==> src/rtl/offset_add_cmp_pipe_if.sv <==
// Valid/ready bus for offset_add_cmp_pipe: input beat (offset, operands, thresholds,
// mode) and result beat (sum, gt, ovf). master = producer/consumer side, slave = DUT.
interface offset_add_cmp_pipe_if #(
  parameter int unsigned NCH = 3,
  parameter int unsigned DW  = 3,
  parameter int unsigned OW  = 2,
  parameter int unsigned AW  = 5
);
  logic              in_valid;
  logic              in_ready;
  logic [OW-1:0]     offset;
  logic [NCH*DW-1:0] a;
  logic [NCH*AW-1:0] thr;
  logic              mode_acc;
  logic              clr;
  logic              out_valid;
  logic              out_ready;
  logic [NCH*AW-1:0] sum;
  logic [NCH-1:0]    gt;
  logic [NCH-1:0]    ovf;

  modport master (
    output in_valid, offset, a, thr, mode_acc, clr, out_ready,
    input  in_ready, out_valid, sum, gt, ovf
  );

  modport slave (
    input  in_valid, offset, a, thr, mode_acc, clr, out_ready,
    output in_ready, out_valid, sum, gt, ovf
  );
endinterface

==> src/rtl/offset_add_cmp_pipe.sv <==
// NCH-channel two-stage add (shared offset, optional accumulation) + threshold compare.
// Define ADDCMP_SAT_EN to saturate sums at 2^AW-1 instead of wrapping.
module offset_add_cmp_pipe #(
  parameter int unsigned NCH = 3,
  parameter int unsigned DW  = 3,
  parameter int unsigned OW  = 2,
  parameter int unsigned AW  = 5
) (
  input logic                   clk,
  input logic                   rst_n,
  offset_add_cmp_pipe_if.slave  io_bus
);
  localparam int unsigned TW = AW + 1;
  localparam logic [AW-1:0] MAXV = '1;

  logic              w_adv1;
  logic              w_adv2;
  logic              w_accept;
  logic [TW-1:0]     w_t   [NCH];
  logic [AW-1:0]     w_r   [NCH];
  logic [NCH-1:0]    w_ovf1;

  logic              r_s1_valid;
  logic [AW-1:0]     r_s1_sum [NCH];
  logic [AW-1:0]     r_s1_thr [NCH];
  logic [NCH-1:0]    r_s1_ovf;
  logic [AW-1:0]     r_acc    [NCH];

  logic              r_out_valid;
  logic [NCH*AW-1:0] r_sum;
  logic [NCH-1:0]    r_gt;
  logic [NCH-1:0]    r_ovf;

  // Pipeline advance: a stage moves when it is empty or its successor moves.
  assign w_adv2          = !r_out_valid || io_bus.out_ready;
  assign w_adv1          = !r_s1_valid || w_adv2;
  assign w_accept        = io_bus.in_valid && w_adv1;
  assign io_bus.in_ready = w_adv1;

  assign io_bus.out_valid = r_out_valid;
  assign io_bus.sum       = r_sum;
  assign io_bus.gt        = r_gt;
  assign io_bus.ovf       = r_ovf;

  // Stage-1 sum at AW+1 bits; clr forces a fresh accumulation base of zero.
  always_comb begin : stage1_math
    for (int unsigned k = 0; k < NCH; k++) begin
      w_t[k]    = ((io_bus.mode_acc && !io_bus.clr) ? TW'(r_acc[k]) : TW'(0))
                + TW'(io_bus.a[k*DW +: DW])
                + TW'(io_bus.offset);
      w_ovf1[k] = w_t[k][AW];
`ifdef ADDCMP_SAT_EN
      w_r[k]    = w_ovf1[k] ? MAXV : w_t[k][AW-1:0];
`else
      w_r[k]    = w_t[k][AW-1:0];
`endif
    end
  end

  always_ff @(posedge clk or negedge rst_n) begin : stage1_regs
    if (!rst_n) begin
      r_s1_valid <= 1'b0;
      r_s1_ovf   <= '0;
      for (int unsigned k = 0; k < NCH; k++) begin
        r_s1_sum[k] <= '0;
        r_s1_thr[k] <= '0;
        r_acc[k]    <= '0;
      end
    end else begin
      if (w_adv1) begin
        r_s1_valid <= io_bus.in_valid;
      end
      for (int unsigned k = 0; k < NCH; k++) begin
        if (w_accept) begin
          r_s1_sum[k] <= w_r[k];
          r_s1_thr[k] <= io_bus.thr[k*AW +: AW];
          r_s1_ovf[k] <= w_ovf1[k];
        end
        if (w_accept && io_bus.mode_acc) begin
          r_acc[k] <= w_r[k];
        end else if (io_bus.clr) begin
          r_acc[k] <= '0;
        end
      end
    end
  end

  // Stage 2 holds everything while the consumer stalls.
  always_ff @(posedge clk or negedge rst_n) begin : stage2_regs
    if (!rst_n) begin
      r_out_valid <= 1'b0;
      r_sum       <= '0;
      r_gt        <= '0;
      r_ovf       <= '0;
    end else if (w_adv2) begin
      r_out_valid <= r_s1_valid;
      for (int unsigned k = 0; k < NCH; k++) begin
        r_sum[k*AW +: AW] <= r_s1_sum[k];
        r_ovf[k]          <= r_s1_ovf[k];
        r_gt[k]           <= (r_s1_thr[k] > r_s1_sum[k]);
      end
    end
  end
endmodule
==> src/flat_wrapper.sv <==
// flat-port wrapper written by rule: the top's interface ports become plain ports
module offset_add_cmp_pipe_flat 
#(
  parameter int unsigned NCH = 3,
  parameter int unsigned DW  = 3,
  parameter int unsigned OW  = 2,
  parameter int unsigned AW  = 5
)
  (clk, rst_n, io_bus_in_valid, io_bus_offset, io_bus_a, io_bus_thr, io_bus_mode_acc, io_bus_clr, io_bus_out_ready, io_bus_in_ready, io_bus_out_valid, io_bus_sum, io_bus_gt, io_bus_ovf);
  offset_add_cmp_pipe_if #(.NCH(NCH), .DW(DW), .OW(OW), .AW(AW)) io_bus_i ();
  input logic clk;
  input logic rst_n;
  input wire logic [$bits(io_bus_i.in_valid)-1:0] io_bus_in_valid;
  input wire logic [$bits(io_bus_i.offset)-1:0] io_bus_offset;
  input wire logic [$bits(io_bus_i.a)-1:0] io_bus_a;
  input wire logic [$bits(io_bus_i.thr)-1:0] io_bus_thr;
  input wire logic [$bits(io_bus_i.mode_acc)-1:0] io_bus_mode_acc;
  input wire logic [$bits(io_bus_i.clr)-1:0] io_bus_clr;
  input wire logic [$bits(io_bus_i.out_ready)-1:0] io_bus_out_ready;
  output wire logic [$bits(io_bus_i.in_ready)-1:0] io_bus_in_ready;
  output wire logic [$bits(io_bus_i.out_valid)-1:0] io_bus_out_valid;
  output wire logic [$bits(io_bus_i.sum)-1:0] io_bus_sum;
  output wire logic [$bits(io_bus_i.gt)-1:0] io_bus_gt;
  output wire logic [$bits(io_bus_i.ovf)-1:0] io_bus_ovf;
  assign io_bus_i.in_valid = io_bus_in_valid;
  assign io_bus_i.offset = io_bus_offset;
  assign io_bus_i.a = io_bus_a;
  assign io_bus_i.thr = io_bus_thr;
  assign io_bus_i.mode_acc = io_bus_mode_acc;
  assign io_bus_i.clr = io_bus_clr;
  assign io_bus_i.out_ready = io_bus_out_ready;
  assign io_bus_in_ready = io_bus_i.in_ready;
  assign io_bus_out_valid = io_bus_i.out_valid;
  assign io_bus_sum = io_bus_i.sum;
  assign io_bus_gt = io_bus_i.gt;
  assign io_bus_ovf = io_bus_i.ovf;
  offset_add_cmp_pipe #(.NCH(NCH), .DW(DW), .OW(OW), .AW(AW)) u_core (.clk(clk), .rst_n(rst_n), .io_bus(io_bus_i));
endmodule
==> config.mk <==
export PLATFORM = sky130hd
export DESIGN_NAME = offset_add_cmp_pipe_flat
export DESIGN_NICKNAME = d
export VERILOG_FILES = /design/src/rtl/offset_add_cmp_pipe_if.sv /design/src/rtl/offset_add_cmp_pipe.sv /design/src/flat_wrapper.sv
export SDC_FILE = /design/constraint.sdc
export NUM_CORES = 1
export LEC_CHECK = 0
export BUFFER_PORTS_ARGS = -buffer_cell sky130_fd_sc_hd__buf_2
export CORE_MARGIN = 1.5
export CORE_UTILIZATION = 40
export DETAILED_ROUTE_END_ITERATION = 10
export PLACE_DENSITY = 0.6
export SETUP_SLACK_MARGIN = 0.02
export SLEW_MARGIN = 20
export SYNTH_ARGS = -nofsm -noshare
export SYNTH_HDL_FRONTEND = slang
export SYNTH_SLANG_ARGS = --single-unit
==> constraint.sdc <==
create_clock -name clk -period 1.8 [get_ports clk]
set_input_delay 0.27 -clock clk [delete_from_list [all_inputs] [get_ports clk]]
set_output_delay 0.27 -clock clk [all_outputs]
set_load 0.01 [all_outputs]
-- Word-level counts from Yosys, hierarchy flattened
Index checks and enable logic that the tools add are counted.
- flip-flop bits (word level): 71
- bits of input ports: 32
- output and inout bits: 23
- word-level logic and storage cells: 40
- add/sub/neg operators: 6
- $lt $le $gt $ge: 3
- muxes and demuxes: 7
- reductions and logical operators: 9
- operators by type and width (cell ; number):
    5-bit 2-to-1 mux ; 7
    6-bit by 2-bit adder with 6-bit output ; 3
    6-bit by 3-bit adder with 6-bit output ; 3
    5-bit greater-than comparator ; 3
    1-bit logical AND ; 3
    1-bit logical NOT ; 3
    1-bit logical OR ; 2
    2-bit nonzero test ; 1

-- Logic depth before layout (Yosys ltp)
- depth after elaboration: 6
- gate-level depth with buffers: 11
- mapped depth without buffers: 10

-- Worst setup path before layout
No wires, ideal clock.
- path kind: input to register
- start point: input io_bus_mode_acc
- end point: register u_core.r_acc[3] in the netlist's numbering
- library setup time: 128 ps
- data arrival time: 2130 ps
- data required time: 1672 ps
- slack: -458 ps
- cell stages on the path: 8
- buffers on the path: 1
- cell sequence: nor2b_2 > clkbuf_1 > and2_1 > fa_1 > ha_1 > fa_1 > xnor2_1 > o21ai_0
- word-level cells in the longest chain between the ends: 5
- elaborated cells between the ends (all ways): 7
- those cells by class: add/sub (2); mux (2); reduce/logical (3)
- RTL lines (what ; line ; text):
    start: declaration ; flat_wrapper.sv:17 ; input wire logic [$bits(io_bus_i.mode_acc)-1:0] io_bus_mode_acc;
    1-bit logical AND ; offset_add_cmp_pipe.sv:48 ; w_t[k] = ((io_bus.mode_acc && !io_bus.clr) ? TW'(r_acc[k]) : TW'(0))
    5-bit 2-to-1 mux ; offset_add_cmp_pipe.sv:48 ;
    6-bit by 3-bit adder with 6-bit output ; offset_add_cmp_pipe.sv:49 ; + TW'(io_bus.a[k*DW +: DW])
    6-bit by 2-bit adder with 6-bit output ; offset_add_cmp_pipe.sv:50 ; + TW'(io_bus.offset);
    5-bit 2-to-1 mux ; offset_add_cmp_pipe.sv:79 ; if (w_accept && io_bus.mode_acc) begin
    end signal: indexed assignment ; offset_add_cmp_pipe.sv:80 ; r_acc[k] <= w_r[k];
    end: declaration ; offset_add_cmp_pipe.sv:27 ; logic [AW-1:0] r_acc [NCH];
Parallel ways exist; a longest one is shown, timed or not.
A chain may end at the register's enable or synchronous reset.

-- Worst setup path in the final report
- start point: register u_core.r_acc[6] in the netlist's numbering
- end point: register u_core.r_s1_ovf[1]
- word-level cells in the longest chain between the ends: 3
- RTL lines (what ; line ; text):
    5-bit 2-to-1 mux ; offset_add_cmp_pipe.sv:48 ;
    6-bit by 3-bit adder with 6-bit output ; offset_add_cmp_pipe.sv:49 ;
    6-bit by 2-bit adder with 6-bit output ; offset_add_cmp_pipe.sv:50 ;
    end signal: indexed assignment ; offset_add_cmp_pipe.sv:77 ; r_s1_ovf[k] <= w_ovf1[k];
    end: declaration ; offset_add_cmp_pipe.sv:26 ; logic [NCH-1:0] r_s1_ovf;
No other way between the ends.

==> results.md <==
- Worst-path clk slew: approximately 0.07 ns
- Slew Viols, Final: 0
- Outcome: complete, but fails checks
- Total grt overflow: 0
- PwrDens: between 900 and 1000 nW/um^2
- First-pass GRT wire length: approximately 12000 um
- Final hold vios: 0
- Worst Path Arrival: between 2 and 2.5 ns
- Max-Cap Viols: 0
- Routed len/inst: about 14 um
- Rows: 34
- NumNets Final: between 400 and 500
- Final setup vio count: 19
- CP delay by family, top: adder cells
- CP Cell Sequence: and2_4, fa_2, ha_4, inv_2, fa_2, inv_1, a21oi_1, o31ai_1
- Top Ports: 55
- Post-synth EDFFs: 0
- Post-Route WL: between 7000 and 8000 um
- Die Area: around 9800 um^2
- DR vias: between 2000 and 2500
- Failing checks: design-rule violations, negative setup slack
- Vias in the first global route: approximately 2600
- Number of DRC markers in iteration 0: 99
- Dominant cell type by count on the critical path: fa_2
- Simple-Gate Fraction of Synth Area: 0.119
- Slowest cell on crit path: fa_2
- Share of layout cells above drive strength 1: 0.355
- TritonCTS clock tree: built
- Share of the yosys chip area belonging to registers: 0.483
- Post-synthesis mux area share: 0.0800
- Worst EP required: ~2.1 ns
- Slew Limit Headroom: 0.718
- Peak supply drop: approximately 370 uV
- Total clock sinks: slightly above 70
- Synth Flop Type: dfrtp_1
- Compound-gate portion of the synthesized area: 0.0977
- Max Clock Freq: between 400 and 500 MHz
- Largest family of logic cells by synthesized area: adder cells
- Crit. End Element: flip-flop
- RSZ-0062 raised after global routing: yes
- Slowest cell delay on critical path: between 0.5 and 0.6 ns
- Antenna viol nets, final: 0
- Worst slack, placed: -0.426 ns
- Syn Std Cell Area: roughly 3700 um^2
- HP Class: in -> reg
- # port buffers: 54
- Antenna violations before repair: 0
- Core ar.: slightly below 9000 um^2
- Max clock buf depth: 2
- Pwr Total: between 4 and 5 mW
- Post-DP HPWL: between 5000 and 6000 um
- Vias/cell: approximately 4.9
- Buffers & Inverters on Critical Path: 2
- Tot GR Track Use: 0.159
- CTS Buf Count: 9
- 1st-pass router iterations: 7
- Layout area overhead: 23.3%
- Leakage: between 2 and 2.5 nW
- Yosys warns: 0
- Period utilisation layout: 1.14
- Most common cell after layout, fill and taps aside: dfrtp_1
- Mapped Nets: ~390
- Initial core utilization: 0.418
- Worst clock skew: approximately 0.013 ns
- Cell variety after synth: 38
- Post-Synth XOR/XNOR Area: 0.0214
- GP Congestion: between 0.7 and 0.8
- DRC errors left: 6
- CTS Root Buffer Type: clkbuf_8
- Element type at the critical path start: flip-flop
- Largest net degree at the start of global routing: between 70 and 80
- Final WS setup: -0.248 ns
- Clock Latency Late Sink: 0.35 ns
- Mean post-synth cell area: roughly 11 um^2
- Synthesized instance count: between 300 and 400
- Post-Synth Adder-Cell Area: 0.141
- Post-synthesis async set-or-reset flop share: 1.00
- H-tree depth: 3
- CP Class: reg -> reg
- Antenna Cells: 0
- Crit Path Max Fanout: 2
- Commonest cells after routing, fill and taps aside: dfrtp_1, buf_2, nand2_1
- Die Wd: about 100 um
- Slew at the pin closest to its max-slew limit: 0.423 ns
- Final Critical Period: about 2.0 ns
- Synth Register Bits: just over 70
- Setup TNS: -1.94 ns
- Die height: ~99 um
==> worst paths after layout <==
| check | from | end | slack [ns] | cells after the start |
|---|---|---|---|---|
| min | io_bus_thr[14] | u_core.r_s1_thr[4]$_DFFE_PN0P_ | 0.15 | 2 |
| min in group asynchronous | rst_n | u_core.r_s1_thr[4]$_DFFE_PN0P_ | 0.47 | 3 |
| max in group asynchronous | rst_n | u_core.r_s1_thr[1]$_DFFE_PN0P_ | 1.02 | 3 |
| max reg2reg | u_core.r_acc[6]$_DFFE_PN0P_ | u_core.r_s1_ovf[1]$_DFFE_PN0P_ | -0.25 | 8 |
| min reg2reg | u_core.io_bus.sum[6]$_DFFE_PN0P_ | u_core.io_bus.sum[6]$_DFFE_PN0P_ | 0.48 | 2 |
| max | u_core.r_acc[6]$_DFFE_PN0P_ | u_core.r_s1_ovf[1]$_DFFE_PN0P_ | -0.25 | 8 |
==> cell families (layout without fill, tap and decap cells) <==
| logic type | count (synthesis) | count (layout) |
|---|---|---|
| simple gates | 80 | 80 |
| flops | 71 | 71 |
| compound gates | 63 | 63 |
| buf+inv | 44 | 115 |
| fa+ha+maj | 36 | 36 |
| mux | 23 | 23 |
| xor+xnor | 9 | 9 |
==> through the flow <==
stage | hold WS, ns | area (um^2) | cells | utilization
finish | 0.147 | 4530 | 505 | 0.515
global route | 0.147 | 4530 | 505 | 0.515
detailed placement | 0.332 | 4160 | 486 | 0.473
CTS | 0.134 | 4420 | 503 | 0.502
global placement | 0.330 | 4160 | 486 | 0.473
floorplan | -0.0256 | 3760 | 326 | -
==> state kept, by name, summed over array words and instances, names as in the netlist <==
register	flops
u_core.io_bus.gt	3
u_core.io_bus.out_valid	1
u_core.io_bus.ovf	3
u_core.io_bus.sum	15
u_core.r_acc	15
u_core.r_s1_ovf	3
u_core.r_s1_sum	15
u_core.r_s1_thr	15
u_core.r_s1_valid	1
==> final cells by class <==
type                       instances  area (um^2)
clock buffer                      12          155
clock inverter                     1         30.0
fill                             803         4270
inverter                          31          116
multi-input combinational        211         1900
sequential                        71         1780
tap                              108          135
timing repair buffer              71          425
==> layer usage <==
layer | vias up | GRT usage | share of wire
met5 | - | 0 | 0
met3 | 11 | 0.0376 | 0.037
met1 | 1174 | 0.219 | 0.52
met4 | 0 | 0.0791 | 0.018
met2 | 51 | 0.236 | 0.42
li1 | 1225 | - | -
==> synth_stat cells (3+ instances only) <==
| cell | count | share of area |
|---|---|---|
| dfrtp_1 | 71 | 0.48 |
| o21ai_0 | 37 | 0.050 |
| nand2_1 | 36 | 0.037 |
| inv_1 | 31 | 0.032 |
| ha_1 | 27 | 0.092 |
| nand3b_1 | 12 | 0.024 |
| mux2_2 | 11 | 0.034 |
| and2_1 | 10 | 0.017 |
| mux2_4 | 10 | 0.041 |
| fa_1 | 9 | 0.049 |
| xnor2_1 | 8 | 0.019 |
| a21oi_1 | 7 | 0.0095 |
| a21o_1 | 5 | 0.010 |
| nor2_1 | 5 | 0.0051 |
| buf_2 | 4 | 0.0054 |
| buf_6 | 4 | 0.012 |
| nand2b_1 | 4 | 0.0068 |
| o31ai_1 | 4 | 0.0082 |
| a211oi_1 | 3 | 0.0061 |
==> worst register-to-register path, cell delays in order (launching register included) <==
cell	delay [ns]
dfrtp_1	0.38
and2_4	0.14
fa_2	0.55
ha_4	0.14
inv_2	0.03
fa_2	0.36
inv_1	0.08
a21oi_1	0.08
o31ai_1	0.19
==> where the power goes <==
part | leakage, nW | switching, mW | internal [mW] | total (mW)
clock | 0.0944 | 0.568 | 0.694 | 1.26
combinational | 1.20 | 0.498 | 0.481 | 0.979
sequential | 0.901 | 0.129 | 1.82 | 1.94
total | 2.20 | 1.19 | 2.99 | 4.19
==> what timing repair did <==
item                                    in CTS  in global routing
pin swaps                                   14                 15
endpoints found under the setup margin      21                 21
gates resized for setup                     17                 15
setup buffers                                3                  2
hold endpoints to repair                    71                  0
hold buffers                                 1                  0
Note: power is estimated with default switching activity, not from simulation.
